==> config.mk <==
export PLATFORM = sky130hd
export DESIGN_NAME = fpu_addsub_wb
export DESIGN_NICKNAME = d
export VERILOG_FILES = /design/src/rtl/ibex_pkg.sv /design/src/rtl/fpu_wb_fifo.sv /design/src/rtl/fpu_addsub_wb.sv
export SDC_FILE = /design/constraint.sdc
export NUM_CORES = 1
export LEC_CHECK = 0
export CORE_AREA = 2 2 87 89
export CTS_CLUSTER_DIAMETER = 200
export DETAILED_ROUTE_END_ITERATION = 10
export DIE_AREA = 0 0 89 91
export HOLD_SLACK_MARGIN = 0.05
export PLACE_DENSITY = 0.75
export SLEW_MARGIN = 10
export SYNTH_ARGS = -nofsm -noshare
export SYNTH_HDL_FRONTEND = slang
export SYNTH_SLANG_ARGS = --single-unit
==> constraint.sdc <==
create_clock -name clk_i -period 1.65 [get_ports clk_i]
set_input_delay 0.33 -clock clk_i [delete_from_list [all_inputs] [get_ports clk_i]]
set_output_delay 0.33 -clock clk_i [all_outputs]
set_load 0.05 [all_outputs]
==> src/rtl/ibex_pkg.sv <==
// Shared FP types for the bfloat16 add/sub writeback path.
package ibex_pkg;

    // FP ALU operator; only ADD and SUB raise status flags in the writeback stage.
    typedef enum logic [1:0] {
        FP_ALU_ADD = 2'd0,
        FP_ALU_SUB = 2'd1,
        FP_ALU_MUL = 2'd2,
        FP_ALU_CMP = 2'd3
    } fp_alu_op_e;

    // IEEE status flags in fflags bit order {NV,DZ,OF,UF,NX}.
    typedef struct packed {
        logic nv;
        logic dz;
        logic of;
        logic uf;
        logic nx;
    } fp_status_t;

    localparam logic [15:0] BF16_QNAN    = 16'h7FC0;
    localparam logic [7:0]  BF16_EXP_MAX = 8'hFF;

    // Signalling NaN: all-ones exponent, nonzero mantissa, quiet bit clear.
    function automatic logic bf16_is_snan(input logic [15:0] v);
        return (v[14:7] == BF16_EXP_MAX) && (v[6:0] != 7'd0) && !v[6];
    endfunction

    function automatic logic bf16_is_inf(input logic [15:0] v);
        return (v[14:7] == BF16_EXP_MAX) && (v[6:0] == 7'd0);
    endfunction

    function automatic logic bf16_is_finite(input logic [15:0] v);
        return v[14:7] != BF16_EXP_MAX;
    endfunction

endpackage

==> src/rtl/fpu_wb_fifo.sv <==
// Generic Depth-entry FIFO with flush; storage and pointers clear on reset.
module fpu_wb_fifo #(
    parameter int unsigned Width = 8,
    parameter int unsigned Depth = 2
) (
    input  logic                       clk_i,
    input  logic                       rst_ni,
    input  logic                       push_i,
    input  logic                       pop_i,
    input  logic                       flush_i,
    input  logic [Width-1:0]           wdata_i,
    output logic [Width-1:0]           rdata_o,
    output logic [$clog2(Depth+1)-1:0] count_o,
    output logic                       full_o,
    output logic                       empty_o
);

    localparam int unsigned PtrW = $clog2(Depth);
    localparam int unsigned CntW = $clog2(Depth+1);

    logic [Width-1:0] mem_q [Depth];
    logic [PtrW-1:0]  wr_ptr_q, wr_ptr_d;
    logic [PtrW-1:0]  rd_ptr_q, rd_ptr_d;
    logic [CntW-1:0]  count_q, count_d;
    logic             do_push, do_pop;

    assign full_o  = (count_q == CntW'(Depth));
    assign empty_o = (count_q == '0);
    assign count_o = count_q;
    assign rdata_o = mem_q[rd_ptr_q];

    // A push in the flush cycle is dropped; Depth is a power of two so pointers wrap naturally.
    assign do_push = push_i & ~full_o & ~flush_i;
    assign do_pop  = pop_i & ~empty_o & ~flush_i;

    // Next-state for pointers and occupancy.
    always_comb begin
        wr_ptr_d = wr_ptr_q;
        rd_ptr_d = rd_ptr_q;
        count_d  = count_q;
        if (flush_i) begin
            wr_ptr_d = '0;
            rd_ptr_d = '0;
            count_d  = '0;
        end else begin
            if (do_push) wr_ptr_d = wr_ptr_q + PtrW'(1);
            if (do_pop)  rd_ptr_d = rd_ptr_q + PtrW'(1);
            if (do_push && !do_pop) begin
                count_d = count_q + CntW'(1);
            end else if (do_pop && !do_push) begin
                count_d = count_q - CntW'(1);
            end
        end
    end

    // Pointer and occupancy registers.
    always_ff @(posedge clk_i or negedge rst_ni) begin
        if (!rst_ni) begin
            wr_ptr_q <= '0;
            rd_ptr_q <= '0;
            count_q  <= '0;
        end else begin
            wr_ptr_q <= wr_ptr_d;
            rd_ptr_q <= rd_ptr_d;
            count_q  <= count_d;
        end
    end

    // Entry storage.
    always_ff @(posedge clk_i or negedge rst_ni) begin
        if (!rst_ni) begin
            for (int i = 0; i < int'(Depth); i++) begin
                mem_q[i] <= '0;
            end
        end else if (do_push) begin
            mem_q[wr_ptr_q] <= wdata_i;
        end
    end

endmodule

==> src/rtl/fpu_addsub_wb.sv <==
// Writeback stage for the bf16 add/sub unit: derives status flags, buffers results toward the
// FP register-file write port and maintains the sticky fflags CSR.
module fpu_addsub_wb
    import ibex_pkg::*;
#(
    parameter int unsigned Depth    = 2,
    parameter int unsigned RegAddrW = 5
) (
    input  logic                clk_i,
    input  logic                rst_ni,
    input  logic                in_valid_i,
    output logic                in_ready_o,
    input  fp_alu_op_e          in_op_i,
    input  logic [15:0]         in_a_i,
    input  logic [15:0]         in_b_i,
    input  logic [15:0]         in_c_i,
    input  logic [RegAddrW-1:0] in_rd_i,
    output logic                out_valid_o,
    input  logic                out_ready_i,
    output logic [15:0]         out_result_o,
    output logic [RegAddrW-1:0] out_rd_o,
    output logic [4:0]          out_flags_o,
    input  logic                flush_i,
    input  logic                fflags_we_i,
    input  logic [4:0]          fflags_wdata_i,
    output logic [4:0]          fflags_o
);

    localparam int unsigned EntryW = 16 + RegAddrW + 5;
    localparam int unsigned CntW   = $clog2(Depth+1);

    fp_status_t          in_flags;
    logic                eff_sub;
    logic                push, pop;
    logic [EntryW-1:0]   fifo_wdata, fifo_rdata, head;
    logic [CntW-1:0]     fifo_count;
    logic                fifo_full, fifo_empty;
    logic [4:0]          fflags_q, fflags_d;

    // Status flags for the incoming result; non add/sub operators carry no flags.
    always_comb begin
        in_flags = '0;
        eff_sub  = 1'b0;
        if (in_op_i == FP_ALU_ADD || in_op_i == FP_ALU_SUB) begin
            // Inf - Inf in effect: ADD of opposite signs or SUB of equal signs.
            eff_sub     = (in_op_i == FP_ALU_SUB) ? (in_a_i[15] == in_b_i[15])
                                                  : (in_a_i[15] != in_b_i[15]);
            in_flags.nv = bf16_is_snan(in_a_i) | bf16_is_snan(in_b_i) |
                          (bf16_is_inf(in_a_i) & bf16_is_inf(in_b_i) & eff_sub);
            in_flags.dz = 1'b0;
            in_flags.of = bf16_is_finite(in_a_i) & bf16_is_finite(in_b_i) &
                          (in_c_i[14:7] == BF16_EXP_MAX);
            in_flags.uf = (in_c_i[14:7] == 8'h00) && (in_c_i[6:0] != 7'd0);
            in_flags.nx = in_flags.of | in_flags.uf;
        end
    end

    assign push       = in_valid_i & in_ready_o;
    assign pop        = out_valid_o & out_ready_i;
    assign fifo_wdata = {in_c_i, in_rd_i, in_flags};

    fpu_wb_fifo #(
        .Width (EntryW),
        .Depth (Depth)
    ) u_fifo (
        .clk_i   (clk_i),
        .rst_ni  (rst_ni),
        .push_i  (push),
        .pop_i   (pop),
        .flush_i (flush_i),
        .wdata_i (fifo_wdata),
        .rdata_o (fifo_rdata),
        .count_o (fifo_count),
        .full_o  (fifo_full),
        .empty_o (fifo_empty)
    );

    // Ready depends only on occupancy, never on out_ready_i.
    assign in_ready_o  = ~fifo_full;
    assign out_valid_o = (fifo_count != '0);

    // Outputs are held at zero while nothing is buffered.
    assign head = fifo_empty ? '0 : fifo_rdata;
    assign {out_result_o, out_rd_o, out_flags_o} = head;

    // Sticky flags accumulate only on pop; a CSR write replaces the old value first.
    always_comb begin
        fflags_d = fflags_we_i ? fflags_wdata_i : fflags_q;
        if (pop) fflags_d = fflags_d | out_flags_o;
    end

    // fflags CSR register.
    always_ff @(posedge clk_i or negedge rst_ni) begin
        if (!rst_ni) begin
            fflags_q <= '0;
        end else begin
            fflags_q <= fflags_d;
        end
    end

    assign fflags_o = fflags_q;

endmodule

=== After elaboration in Yosys (flattened, before gate mapping) ===
Cells that the tools add are included.

* Flip-flop bits (word level): 61
* Output and inout port bits: 33
* Word-level logic and storage cells: 86

* Add/sub/neg operators: 4
* Magnitude comparators: 3
* Eq/ne operators: 9
* Multiplexer cells: 18
* Bitwise logic cells: 19
* Reduce and logical (&&, ||, !) cells: 27

{| class="wikitable"
|+ Operators with widths
! kind !! count
|-
| $mux W26 || 5
|-
| $bwmux W52 || 1
|-
| $demux W26 S1 || 1
|-
| $eq A8 B8 Y1 const B || 3
|-
| $reduce_bool A7 Y1 || 3
|-
| $ne A8 B8 Y1 const B || 2
|-
| $mux W5 || 3
|-
| $logic_not A7 Y1 || 2
|-
| $and A1 B1 Y1 || 10
|-
| $logic_and A1 B1 Y1 || 10
|-
| $logic_not A8 Y1 || 1
|-
| $mux W2 || 3
|-
| $reduce_bool A2 Y1 || 3
|-
| $mux W1 || 5
|-
| $or A5 B5 Y5 || 1
|-
| $ge A2 B2 Y1 const B || 2
|-
| $logic_not A1 Y1 || 4
|-
| $logic_not A2 Y1 || 2
|-
| $not A1 Y2 || 2
|-
| $not A1 Y1 || 3
|-
| $or A1 B1 Y1 || 3
|-
| $reduce_bool A3 Y1 || 1
|-
| $add A1 B1 Y1 const B || 2
|-
| $add A2 B1 Y2 const B || 1
|-
| other kinds (7) || 7
|}

=== Logic depth before layout (Yosys ltp) ===
Gate-level depths: netlist (run 1).

* Word-level depth: 10
* Gate-level depth with buffers: 6
* Mapped depth without buffers: 5

=== By module ===
A second synthesis (run 1) with hierarchy kept.

* Cell total of the unflattened synthesis: 244
* Area, all modules: 3183.1 um2

{| class="wikitable"
|+ By module, submodules not included
! module !! times used !! cells each !! area an instance (um2) !! seq. area each (um2)
|-
| fpu_wb_fifo || 1 || 162 || 2479.9 || 1401.3
|-
| fpu_addsub_wb || 1 || 82 || 703.2 || 125.1
|}

=== Worst setup path after synthesis (run 1) ===
OpenSTA, ideal clock, no wires.

* Path type: register to output
* Start: reg u_fifo.rd_ptr_q
* End: out out_rd_o[0]
* Arrival time: 1530 ps
* Path slack: -210 ps
* Stages on the path, launching flop included: 5
* Buffers on the path: 2
* Path through: dfrtp_1 > buf_2 > buf_2 > mux2i_1 > nor2_1

* Word-level cells in the longest chain between the ends: 5

{| class="wikitable"
|+ Ends and longest elaborated chain
! item !! RTL line !! RTL
|-
| from (decl) || fpu_wb_fifo.sv:23 || <nowiki>logic [PtrW-1:0] rd_ptr_q, rd_ptr_d;</nowiki>
|-
| from (signal assigned) || fpu_wb_fifo.sv:64 || <nowiki>rd_ptr_q <= rd_ptr_d;</nowiki>
|-
| $not A1 Y2 (implied by the code) || fpu_wb_fifo.sv:30 || <nowiki>assign rdata_o = mem_q[rd_ptr_q];</nowiki>
|-
| $mux W26 (implied by the code) (3 in series) || fpu_wb_fifo.sv:30 ||
|-
| $mux W26 || fpu_addsub_wb.sv:83 || <nowiki>assign head = fifo_empty ? '0 : fifo_rdata;</nowiki>
|-
| to (decl) || fpu_addsub_wb.sv:21 || <nowiki>output logic [RegAddrW-1:0] out_rd_o,</nowiki>
|}

No other way between the ends. The select of a mux whose other input is x is not followed.

=== Worst setup path in the final report (run 1) ===
* Start: reg u_fifo.rd_ptr_q
* End: out out_flags_o[0]

* Word-level cells in the longest chain between the ends: 5

{| class="wikitable"
|+ Ends and longest elaborated chain
! item !! RTL line !! RTL
|-
| $not A1 Y2 (implied by the code) || fpu_wb_fifo.sv:30 ||
|-
| $mux W26 (implied by the code) (3 in series) || fpu_wb_fifo.sv:30 ||
|-
| $mux W26 || fpu_addsub_wb.sv:83 ||
|-
| to (decl) || fpu_addsub_wb.sv:22 || <nowiki>output logic [4:0] out_flags_o,</nowiki>
|}

No other way between the ends. The select of a mux whose other input is x is not followed.

==> results of run 1 <==
[metrics by stage]
stage / hold slack [ns] / setup slack (ns) / TNS (ns) / cells / utilization [%]
floorplan: 0.03441 / -0.0004394 / -0.004119 / 244 / -
global placement: 0.3664 / -0.3277 / -7.764 / 453 / 62.62
detailed placement: 0.3746 / -0.4067 / -8.692 / 453 / 62.62
CTS: 0.4706 / -0.1846 / -3.611 / 472 / 67.46
global route: 0.4468 / -0.2440 / -5.685 / 473 / 69.32
finish: 0.4442 / -0.2158 / -4.147 / 473 / 69.32
[path summary, 6_finish.rpt]
kind | start | end | slack, ns | depth (start not counted)
max reg2reg | u_fifo.count_o[1]$_DFFE_PN0P_ | u_fifo.mem_q[36]$_DFFE_PN0P_ | 0.09 | 5
max | u_fifo.rd_ptr_q$_DFFE_PN0P_ | out_flags_o[0] | -0.22 | 4
min | in_c_i[9] | u_fifo.mem_q[45]$_DFFE_PN0P_ | 0.44 | 3
min in group asynchronous | rst_ni | u_fifo.mem_q[5]$_DFFE_PN0P_ | 0.54 | 3
max in group asynchronous | rst_ni | u_fifo.mem_q[42]$_DFFE_PN0P_ | 0.78 | 3
min reg2reg | u_fifo.mem_q[13]$_DFFE_PN0P_ | u_fifo.mem_q[13]$_DFFE_PN0P_ | 0.51 | 1
[critical path, stage by stage (launching register included)]
cell and delay [ns]:
dfrtp_2 0.49, clkbuf_16 0.21, mux2i_4 0.20, nor2_2 0.15, buf_12 0.16
[cell usage in the layout (no fill, tap or decap), drive strengths merged, types with 2 or more instances in the layout]
cell type	count
a22oi	2
o21ai	7
nand4	5
mux2i	29
dfrtp	59
nand3	2
xor2	3
inv	4
nor2	37
clkdlybuf4s50	62
nor4	5
a21oi	4
bufinv	2
mux2	47
nand2	8
clkbuf	13
nand4b	2
buf	61
nor3	8
[power by group through the flow]
stage / sequential [uW] / combinational [uW] / clock [uW]
3_5_place_dp: 1960 / 1650 / 0
3_3_place_gp: 1930 / 1620 / 0
6_report: 1990 / 1770 / 1480
5_1_grt: 2020 / 1870 / 1590
2_1_floorplan: 1960 / 878 / 0
4_1_cts: 1940 / 1700 / 1520
[state kept, by name, indices dropped and copies added (netlist names), named ones only]
name             flops
u_fifo.count_o       2
u_fifo.rd_ptr_q      1
fflags_o             4
u_fifo.wr_ptr_q      1
u_fifo.mem_q        50
[layout make-up]
cell class / instances / area, um^2
multi-input cells: 168 / 1555
flip-flops and latches: 59 / 1478
inverters: 4 / 15.01
well taps: 99 / 123.9
repair buffers: 127 / 1548
clock buffers: 12 / 155.1
fillers: 530 / 2190
clock inverters: 4 / 72.57
[repair_timing]
action / 4_1_cts / 5_1_grt
setup endpoints to repair: 28 / 28
endpoints found under the hold margin: 51 / 0
cloned: 1 / 1
resized for setup: 21 / 21
pin swaps: 4 / 4
hold buffers: 1 / 0
buffers inserted: 1 / 0
[cell families (layout without fill, tap and decap cells)]
logic type,Yosys count,in the layout
simple gates,71,71
buf+inv,17,147
other cells,1,1
xor+xnor,4,4
flops,59,59
compound gates,16,16
mux,76,76
[per-layer routing]
| layer | vias to the layer above | track usage, % | wire, um |
|---|---|---|---|
| met5 | - | 0 | 0 |
| met1 | 1144 | 24.94 | 3141 |
| met4 | 0 | 6.095 | 114 |
| met2 | 57 | 33.02 | 4032 |
| li1 | 1118 | - | - |
| met3 | 12 | 4.727 | 329 |
==> results.sh, run 1 <==
export IMPL_ys_ff_latch=59
export IMPL_netSwitchingPower_uw=1586
export IMPL_wl_mm=7.618
export IMPL_grt_pass1_wl_mm=12.25
export IMPL_async_flop_share_pct=100.0
export IMPL_synthFlopType="dfrtp_1"
export IMPL_cts_buffer_depth=2
export IMPL_fin_crit_sh_pct=113.1
export IMPL_diodes=0
export IMPL_grtUsageTotal_pct=19.72
export IMPL_num_vias=2331
export IMPL_violations="negative setup slack"
export IMPL_min_path_type="input pin to flip-flop"
export IMPL_pwr_share_comb_pct=33.8
export IMPL_setup_viol=26
export IMPL_antenna_left=0
export IMPL_die_w_um=89
export IMPL_rsz0062_at_grt="true"
export IMPL_synth_warnings=0
export IMPL_netlist_area_leader_share_pct=51.10
export IMPL_seq_area_frac_synth_pct=51.10
export IMPL_synth_edff_count=0
export IMPL_synth_compound_area_share_pct=3.291
export IMPL_yosys_cell_count_top_type="dfrtp_1"
export IMPL_core_area_mm2=0.007137
export IMPL_rows=31
export IMPL_synthToLayoutAreaGrowth_pct=71.24
export IMPL_cp_start_kind="flip-flop"
export IMPL_clkTransAtPathRegs_ns=0.06
export IMPL_clock_root_buffer="clkbuf_8"
export IMPL_power_density_mw_per_mm2=1059
export IMPL_synth_xor_area_share_pct=1.213
export IMPL_synthSimpleGateAreaFrac_pct=12.78
export IMPL_status="finished, violations left"
export IMPL_detail_route_vias_per_cell=4.928
export IMPL_pin_count=99
export IMPL_leakagePower_uw=0.002011
export IMPL_period_needed_ns=1.866
export IMPL_max_freq_mhz=536.0
export IMPL_netlist_top_cells_area="dfrtp_1, mux2_2, mux2i_1"
export IMPL_drt_wirelength_per_cell_um=16.11
export IMPL_synthesis_nets=310
export IMPL_worstPathRequired_ns=1.32
export IMPL_intPower_uw=3652
export IMPL_dp_hpwl_mm=5.224
export IMPL_initial_core_util_pct=40.48
export IMPL_synthTopCellsByCount="dfrtp_1, mux2_2, nor2_1"
export IMPL_drive_above_1_share_pct=46.26
export IMPL_grt_pass1_vias=2482
export IMPL_drtIter0Drc=50
export IMPL_worstPathMaxFanout=6
export IMPL_final_nets=435
export IMPL_p_sw_share_pct=30.29
export IMPL_synth_top_family_by_area="multiplexers"
export IMPL_placed_cell_area_mm2=0.004469
export IMPL_dieArea_mm2=0.008099
export IMPL_clockPowerShare_pct=28.3
export IMPL_clock_latency_ns=0.33
export IMPL_overflow=0
export IMPL_synth_mux_area_share_pct=28.37
export IMPL_timing_final_ws_setup_ns=-0.2158
export IMPL_antenna_found_initial=0
export IMPL_cts_sinks=59
export IMPL_dieHeight_um=91
export IMPL_synth_top_area_cell="dfrtp_1"
export IMPL_grt_max_degree=33
export IMPL_syn_mean_instance_area_um2=11.84
export IMPL_p_seq_share_pct=38.0
export IMPL_critPathArrivalTime_ns=1.54
export IMPL_first_pass_iters=4
export IMPL_cts_tree="done"
export IMPL_ir_drop_mv=0.6544
export IMPL_syn_inst=244
export IMPL_max_cap_violations=0
export IMPL_drc=0
export IMPL_worstSetupPathType="flip-flop to output pin"
export IMPL_design_area_mm2=0.004947
export IMPL_synth_area_mm2=0.002889
export IMPL_gp_congestion=0.7668
export IMPL_cts_made_buffers=9
export IMPL_power_total_uw=5238
export IMPL_end_kind="output pin"
export IMPL_hold_viol=0
export IMPL_synth_cell_types=34
export IMPL_fin_worst_skew_ns=0.005070
export IMPL_htreeDepth=3
export IMPL_numPortBuffers=97
export IMPL_drv_slew=0
export IMPL_synth_fa_ha_area_share_pct=0
No activity file was read; power rests on OpenSTA's default activity.
==> run 2: changes to the inputs <==
- MAX_ROUTING_LAYER: unset -> met4
==> results.sh, run 2 (same netlist as run 1, synthesis figures left out) <==
export IMPL_status="finished, violations left"
export IMPL_violations="negative setup slack"
export IMPL_grtUsageMet3_pct=3.182
export IMPL_wl_mm=7.622
export IMPL_path_buf_inv=2
export IMPL_final_nets=435
export IMPL_numPlacedInstances=453
export IMPL_leakagePower_uw=0.002010
export IMPL_layout_common_cells="clkdlybuf4s50_1, dfrtp_1, mux2_2"
export IMPL_worstPathMaxFanout=6
export IMPL_period_needed_ns=1.852
export IMPL_worstPathRequired_ns=1.32
export IMPL_gr_usage_met1_pct=24.94
export IMPL_numPortBuffers=97
export IMPL_largest_reg_flops=50
export IMPL_end_kind="output pin"
export IMPL_power_total_uw=5239
export IMPL_diodes=0
export IMPL_first_pass_iters=4
export IMPL_antenna_left=0
export IMPL_num_vias=2336
export IMPL_hold_worst_slack_ns=0.4479
export IMPL_grt_pass1_wl_mm=12.21
export IMPL_final_common_cell="clkdlybuf4s50_1"
export IMPL_setup_viol=26
export IMPL_dieArea_mm2=0.008099
export IMPL_cts_sinks=59
export IMPL_drive_above_1_share_pct=46.26
export IMPL_cts_buffer_depth=2
export IMPL_drc=0
export IMPL_drtIter0Drc=67
export IMPL_gp_congestion=0.7771
export IMPL_largest_register="u_fifo.mem_q"
export IMPL_pin_count=99
export IMPL_detail_route_vias_per_cell=4.939
export IMPL_rsz0062_at_grt="true"
export IMPL_cp_slowest_cell="dfrtp_2"
export IMPL_dp_hpwl_mm=5.224
export IMPL_power_density_mw_per_mm2=1058
export IMPL_drv_slew=0
export IMPL_core_area_mm2=0.007137
export IMPL_slowest_delay_ns=0.49
export IMPL_hold_viol=0
export IMPL_ir_drop_mv=0.6500
export IMPL_critPathArrivalTime_ns=1.52
export IMPL_grt_pass1_vias=2491
export IMPL_htreeDepth=3
export IMPL_cp_start_kind="flip-flop"
export IMPL_clock_root_buffer="clkbuf_8"
export IMPL_max_cap_violations=0
export IMPL_die_w_um=89
export IMPL_worstSetupPathType="flip-flop to output pin"
export IMPL_cts_made_buffers=9
export IMPL_clkTransAtPathRegs_ns=0.07
export IMPL_dieHeight_um=91
export IMPL_fin_crit_sh_pct=112.2
export IMPL_overflow=0
export IMPL_clock_latency_ns=0.32
export IMPL_synthToLayoutAreaGrowth_pct=71.37
export IMPL_initial_core_util_pct=40.48
export IMPL_cts_tree="done"
export IMPL_rows=31
export IMPL_cp_top_family="flip-flops"
export IMPL_path_cells="clkbuf_16 > mux2i_4 > nor2_2 > buf_12"
export IMPL_grt_max_degree=33
export IMPL_grtUsageTotal_pct=20.12
export IMPL_timing_final_ws_setup_ns=-0.2021
export IMPL_antenna_found_initial=0
export IMPL_drt_wirelength_per_cell_um=16.11
export IMPL_met2_usage_pct=33.08
export IMPL_busiest_layer="met2"
export IMPL_fin_worst_skew_ns=0.005554
export IMPL_final_cells=473
export IMPL_min_path_type="input pin to flip-flop"
export IMPL_max_freq_mhz=539.9
run 2: area by class of cell:
| type | count | area (um^2) |
|---|---|---|
| fill | 530 | 2186 |
| multi-input combinational | 168 | 1559 |
| timing repair buffer | 127 | 1548 |
| sequential | 59 | 1478 |
| clock buffer | 12 | 155.1 |
| tap | 99 | 123.9 |
| clock inverter | 4 | 72.57 |
| inverter | 4 | 15.01 |
run 2: through the flow:
step	worst slack (ns)	area, um^2	utilization [%]	setup TNS [ns]
after floorplan	-0.0004394	2947	-	-0.004119
after global placement	-0.3277	4469	62.62	-7.764
after detailed placement	-0.4067	4469	62.62	-8.692
after CTS	-0.1846	4815	67.46	-3.611
after global routing	-0.2360	4951	69.37	-5.478
final	-0.2021	4951	69.37	-4.035
run 2: final timing paths:
kind                                                    start                           end  slack [ns]  cells past startpoint
worst min register to register          fflags_o[1]$_DFF_PN0_         fflags_o[1]$_DFF_PN0_        0.50                      2
worst max register to register  u_fifo.count_o[1]$_DFFE_PN0P_  u_fifo.mem_q[36]$_DFFE_PN0P_        0.10                      5
worst max-delay path              u_fifo.rd_ptr_q$_DFFE_PN0P_                out_flags_o[0]       -0.20                      4
max in group asynchronous                              rst_ni  u_fifo.mem_q[46]$_DFFE_PN0P_        0.78                      3
worst min-delay path                                in_c_i[9]  u_fifo.mem_q[45]$_DFFE_PN0P_        0.45                      3
min in group asynchronous                              rst_ni   u_fifo.mem_q[5]$_DFFE_PN0P_        0.55                      3
run 2: worst register-to-register path: cells and delay by family (launching register included):
| family | cells | cell delay (ns) |
|---|---|---|
| DFF | 1 | 0.47 |
| and+or+nand+nor | 3 | 0.38 |
| muxes | 1 | 0.37 |
| buffers and inverters | 1 | 0.21 |
run 2: metal layers:
layer	share of wire [%]	routed length, um
met3	3.3	252
met4	2.0	154
met1	41	3155
met5	0	0
met2	53	4060
run 2: report_power, final:
group	switching, uW	internal [uW]	total (uW)
logic	818	952	1770
clock network	549	931	1480
registers	220	1770	1990
run 2: repair_timing:
item	4_1_cts	5_1_grt
hold buffers	1	0
pin swaps	4	3
gates cloned	1	1
resized for setup	21	21
endpoints found under the hold margin	51	0
setup buffers	1	0
setup endpoints to repair	28	29
